$ cat src/rtl/trig_pkg.sv
// trig_pkg: state encoding shared by the pulse generator, monitors and testbench.
package trig_pkg;
  localparam logic [1:0] ST_IDLE  = 2'd0;
  localparam logic [1:0] ST_DELAY = 2'd1;
  localparam logic [1:0] ST_HIGH  = 2'd2;
  localparam logic [1:0] ST_HOLD  = 2'd3;
  typedef enum logic [1:0] {
    IDLE  = ST_IDLE,
    DELAY = ST_DELAY,
    HIGH  = ST_HIGH,
    HOLD  = ST_HOLD
  } state_t;
endpackage

$ cat src/rtl/sat_counter.sv
// sat_counter: up-counter that sticks at all-ones instead of wrapping.
module sat_counter #(
  parameter int DW = 16
) (
  input  logic          clk,
  input  logic          reset,
  input  logic          inc,
  output logic [DW-1:0] count
);
  always_ff @(posedge clk or posedge reset)
    if (reset) count <= '0;
    else if (inc && count != '1) count <= count + DW'(1);
endmodule

$ cat src/rtl/trig_pulse_gen.sv
// trig_pulse_gen: delayed, fixed-width output pulse per accepted trigger, with holdoff
// and a saturating count of triggers that arrive while busy.
module trig_pulse_gen import trig_pkg::*; #(
  parameter int CW = 8,
  parameter int DW = 16
) (
  input  logic          clk,
  input  logic          reset,
  input  logic          enable,
  input  logic          trig_in,
  input  logic [CW-1:0] delay,
  input  logic [CW-1:0] width,
  input  logic [CW-1:0] holdoff,
  output logic          pulse_out,
  output logic          busy,
  output logic [DW-1:0] dropped
);
  state_t state;
  logic [CW-1:0] cnt, w_q, h_q, w_eff;
  logic done;
  assign w_eff = (width == '0) ? CW'(1) : width;
  assign done = cnt == CW'(1);
  // the delay setting goes straight into the counter; width and holdoff are kept for later phases
  always_ff @(posedge clk or posedge reset)
    if (reset) begin
      state <= IDLE;
      cnt <= '0;
      w_q <= '0;
      h_q <= '0;
      pulse_out <= 1'b0;
      busy <= 1'b0;
    end else begin
      case (state)
        IDLE: if (enable && trig_in) begin
          w_q <= w_eff;
          h_q <= holdoff;
          busy <= 1'b1;
          if (delay == '0) begin
            state <= HIGH;
            cnt <= w_eff;
            pulse_out <= 1'b1;
          end else begin
            state <= DELAY;
            cnt <= delay;
          end
        end
        DELAY: if (!enable) begin
          state <= IDLE;
          cnt <= '0;
          busy <= 1'b0;
        end else if (done) begin
          state <= HIGH;
          cnt <= w_q;
          pulse_out <= 1'b1;
        end else cnt <= cnt - CW'(1);
        HIGH: if (done) begin
          pulse_out <= 1'b0;
          if (h_q == '0) begin
            state <= IDLE;
            cnt <= '0;
            busy <= 1'b0;
          end else begin
            state <= HOLD;
            cnt <= h_q;
          end
        end else cnt <= cnt - CW'(1);
        HOLD: if (done) begin
          state <= IDLE;
          cnt <= '0;
          busy <= 1'b0;
        end else cnt <= cnt - CW'(1);
      endcase
    end
  sat_counter #(.DW(DW)) u_dropped (
    .clk(clk),
    .reset(reset),
    .inc(trig_in && state != IDLE),
    .count(dropped)
  );
endmodule

$ cat config.mk
export PLATFORM = sky130hd
export DESIGN_NAME = trig_pulse_gen
export DESIGN_NICKNAME = d
export VERILOG_FILES = /design/src/rtl/trig_pkg.sv /design/src/rtl/sat_counter.sv /design/src/rtl/trig_pulse_gen.sv
export SDC_FILE = /design/constraint.sdc
export NUM_CORES = 1
export LEC_CHECK = 0
export ABC_AREA = 1
export CAP_MARGIN = 30
export CORE_ASPECT_RATIO = 0.8
export CORE_MARGIN = 8
export CORE_UTILIZATION = 35
export DETAILED_ROUTE_END_ITERATION = 16
export PLACE_DENSITY = 0.56
export REMOVE_ABC_BUFFERS = 1
export SKIP_LAST_GASP = 1
export SLEW_MARGIN = 10
export SYNTH_ARGS = -nofsm -noshare
export SYNTH_HDL_FRONTEND = slang
export SYNTH_SLANG_ARGS = --single-unit
export TNS_END_PERCENT = 5
$ cat constraint.sdc
create_clock -name clk -period 2 [get_ports clk]
set_input_delay 0.6 -clock clk [delete_from_list [all_inputs] [get_ports clk]]
set_output_delay 0.6 -clock clk [all_outputs]
set_load 0.02 [all_outputs]
Word level (Yosys, flattened, before mapping). Cells that the tools add are included.

Add/subtract/negate cells: 2. Eq/ne operators: 14. Multiplexer cells: 28. Reductions and logical operators: 13.

Operators by type and width (number): $mux 8 (8); $pmux 8 s4 (1); $logic_not 8->1 (3); $add 16x1->16 const B (1); $ne 16x16->1 const B (1); $ne 2x2->1 const B (8); $mux 2 (7); $mux 1 (9); $eq 8x1->1 const B (1); $pmux 2 s4 (1); $sub 8x1->8 const B (1); $reduce_and 6->1 (1); $reduce_and 5->1 (1); $eq 2x2->1 const B (2); $pmux 1 s4 (1); $reduce_and 4->1 (1); $logic_and 1x1->1 (3); $ne 3x3->1 const B (1); $pmux 1 s3 (1); $reduce_bool 3->1 (1); $eq 2x1->1 const B (1); $logic_not 2->1 (1); $reduce_and 2->1 (1); $reduce_bool 2->1 (1).

Register bits after elaboration: 44. Input bits: 28. Output and inout port bits: 18. Word-level logic and storage cells: 64.

Depth between registers and ports, before layout.
Depth after elaboration: 5. Gate-level depth with buffers: 11. Depth with buffers taken out: 10.

Cells and area by module. From an unflattened synthesis, not the netlist that was laid out.

Cells, all modules: 394. Area total of the unflattened synthesis: 2826.5 um^2.

Modules (own cells, without submodules): trig_pulse_gen (instances 1, cells an instance 244, area an instance 1756.7 um^2, seq. area each 700.7 um^2); sat_counter (instances 1, cells an instance 150, area an instance 1069.8 um^2, seq. area each 400.4 um^2).

Worst setup path before layout. Ideal clock, no wire load.

Path type: register -> register. Start: reg u_dropped.count[0]. End: reg u_dropped.count[13]. Setup time: 0.116 ns. Data arrival time: 1.593 ns. Required time: 1.884 ns. Path slack: 0.290 ns. Cell stages (with the launch flop): 12. Path buffers: 1. Period minus slack after synthesis: 1.710 ns. Path through: dfrtp_1 > ha_1 > inv_1 > nor2_4 > inv_2 > nor2_4 > nand3_2 > nand2_4 > inv_4 > buf_6 > nand2_1 > nand2_1.

Word-level cells in the longest chain between the ends: 2. Elaborated cells between the ends (all ways): 3. Those cells by class: 1 x add/sub; 1 x eq/ne; 1 x reduce/logical.

RTL lines: from (decl) (RTL line sat_counter.sv:8) `output logic [DW-1:0] count`; from (signal assigned) (RTL line sat_counter.sv:12) `else if (inc && count != '1) count <= count + DW'(1);`; parallel branches: the longest is 2 deep, another holds $add 16x1->16.

Parallel ways; which one is timed is not known. A chain may end at the register's enable or synchronous reset.

Worst setup path in the final report.
Start: reg u_dropped.count[2]. End: out dropped[2].

RTL lines: to (decl) (RTL line trig_pulse_gen.sv:16) `output logic [DW-1:0] dropped`.

No word-level cell between the ends.

==> impl_metrics.ini <==
[die]
initial_core_utilization_pct = 36.2
floorplan.io_pins = 46
std_cell_rows = 28
die_h_um = 94.4
design.die.area_mm2 = 0.0108
design.core.area_mm2 = 0.00743
chip_width_um = 114

[clocking]
clk_root_buffer_cell = clkbuf_8
clock_path_buffers = 2
postCtsSetupBuffers = 0
h-tree-depth = 2
clock_insertion_delay_worst_skew_ns = 0.29
number_of_buffers_created_by_cts = 5
holdBufCountCts = 0
cts-resized-gates = 1
clock_tree_from_tritoncts = built
clk_transition_reported_paths_ns = 0.09
cts.sinks = 44

[timing]
final.setup.worst_slack_ns = -0.00461
finalCritPeriodShare_pct = 100
timing.clock.skew_ns = 0.00346
post_layout_minimum_cycle_time_ns = 2.00
finalHoldWorstSlack_ns = 0.482
setup_violations = 1
slew-limit-headroom_pct = 68.3
max_freq_ghz = 0.499
maxSlewViolCount = 0
totalNegativeSetupSlack_ns = -0.00461
unrepaired_setup_endpoints_after_global_routing = true
report.final.hold_viol_count = 0
worst-slew-pin-transition_ns = 0.470

[critical_path]
critPathTopFamily = buffers and inverters
crit_path_max_fanout = 6
crit_slowest_cell = clkdlybuf4s50_1
path_class = register to output pin
timing.critical_path.slowest_cell_delay_ns = 0.64
critPathArrivalTime_ns = 1.40
worst_setup_path_start_kind = register
worst-path-buf-inv = 1
critical_path_required_ns = 1.40
crit_path_cell_trace = clkdlybuf4s50_1
cp-end-kind = output pin

[yosys]
post_synth_inst_count = 390
synth.avg_cell_area_um2 = 6.89
ys.warnings.count = 0
synth_seq_area_share_pct = 41.0
yosys.cell_types.count = 28
synth-main-ff-cell = dfrtp_1
synth.cell_area_mm2 = 0.00269
synth-edff-count = 0
synth-seq-cells = 44
async_reset_ff_share_pct = 100

[power]
power_leakage_nw = 1.65
worst_case_vdd_ir_drop_mv = 0.550
power.density_mw_per_mm2 = 1120

[detailed_routing]
viasPerCell = 4.61
residual_drc_count = 0
wire_per_inst_um = 13.0
postRouteAntennaNets = 0
drtIter0Drc = 193
route.vias.total = 2561
drt_first_pass_iters = 4
drt-total-wl_um = 7200

[job]
drv_cap = 0

[global_route]
grt_pass1_wl_um = 11900
grt.overflow.total = 0
grt_max_degree = 45
antenna_violations_before_repair = 0
grt_pass1_vias = 2303
grt_util_all_layers_pct = 13.8

[min_path]
holdCritPathClass = register to register

[status]
violations = negative setup slack
status = complete, but fails checks

[cells_and_area]
area_delta_synth_final_pct = 29.9
share_of_layout_cells_above_drive_strength_1_pct = 7.78
layout.core_utilization_pct = 47.0
antennaDiodeCount = 0
finish.net_count = 480

[place]
port-buffer-count = 45
place_hpwl_um = 5510
finalWeightedCongestion = 0.856
==> power breakdown <==
| group | leakage [nW] | internal, mW | total, mW | switching, mW |
|---|---|---|---|---|
| Sequential | 0.558 | 1.22 | 1.46 | 0.242 |
| Combinational | 1.03 | 0.708 | 1.74 | 1.03 |
| Clock | 0.0614 | 0.409 | 0.724 | 0.315 |
==> placed cells by master (no fill, tap or decap), types with 3 or more instances in the layout <==
cell type        synthesis  routed
nand2_1                139     139
nor2_1                  46      46
inv_1                   45      44
dfrtp_1                 44      44
clkdlybuf4s50_1          0      43
o21ai_0                 34      34
nand3_1                 22      22
buf_4                    0      12
nand4_1                 10      10
xor2_1                   8       8
xnor2_1                  7       7
clkbuf_8                 0       6
nor3_1                   3       3
nor2_2                   3       3
ha_1                     3       3
buf_12                   0       3
==> flip-flops by register name, summed over array words and instances, names as in the netlist <==
register / flops
h_q: 8
busy: 1
cnt: 8
pulse_out: 1
state: 2
w_q: 8
u_dropped.count: 16
==> layer usage <==
layer  vias up  GRT usage, %  share of wire [%]
met4         0          3.65               0.65
met3         2          2.23                4.2
li1       1339             -                  -
met2        53          18.2                 40
met5         -             0                  0
met1      1167          21.9                 55
==> worst paths after layout <==
check	start	end	slack (ns)	cells after the start
max	u_dropped.count[2]	dropped[2]	-0.005	1
min	pulse_out	pulse_out	0.48	2
max reg2reg	u_dropped.count[0]	u_dropped.count[0]	0.35	9
min reg2reg	pulse_out	pulse_out	0.48	2
max in group asynchronous	reset	u_dropped.count[8]	1.15	3
min in group asynchronous	reset	h_q[5]	0.64	3
==> through the flow <==
stage          setup slack, ns  total power, mW  instances  cell area (µm²)
6_report              -0.00461             3.92        555             3490
5_1_grt                -0.0655             4.29        555             3490
4_1_cts                -0.0272             3.96        555             3490
3_5_place_dp            0.0499             3.22        547             3370
3_3_place_gp            0.0814             3.20        547             3370
2_1_floorplan          -0.0870             2.58        382             2640
==> synthesized netlist by cell type (2+ instances only) <==
cell	instances	share of area [%]
nor3_1	3	0.56
xnor2_1	7	2.3
nand4_1	10	2.3
buf_6	2	0.84
nand3_1	22	4.1
a21oi_1	2	0.37
dfrtp_1	44	41
o21ai_0	34	6.3
nand2_1	139	19
inv_1	45	6.3
nor2_2	3	0.70
nor2_1	46	6.4
buf_2	4	0.75
ha_1	3	1.4
inv_2	2	0.28
clkbuf_1	2	0.28
nor2_4	2	0.84
o22ai_1	2	0.47
xor2_1	8	2.6
o21ai_1	2	0.37
==> cell type report <==
type | count | area [µm²]
Sequential cell | 44 | 1100
Clock inverter | 2 | 38.8
Inverter | 48 | 183
Clock buffer | 6 | 82.6
Tap cell | 105 | 131
Fill cell | 763 | 3940
Timing Repair Buffer | 60 | 602
Multi-Input combinational cell | 290 | 1350
==> cell families after synthesis <==
group / count (synthesis) / synth area share (%)
AO/OA/AOI/OAI: 43 / 8.38
XOR/XNOR: 15 / 4.89
buffers and inverters: 56 / 8.66
adder cells (fa/ha/maj): 3 / 1.40
flip-flops: 44 / 41.0
AND/OR/NAND/NOR: 229 / 35.7
No activity file was read; power rests on OpenSTA's default activity.
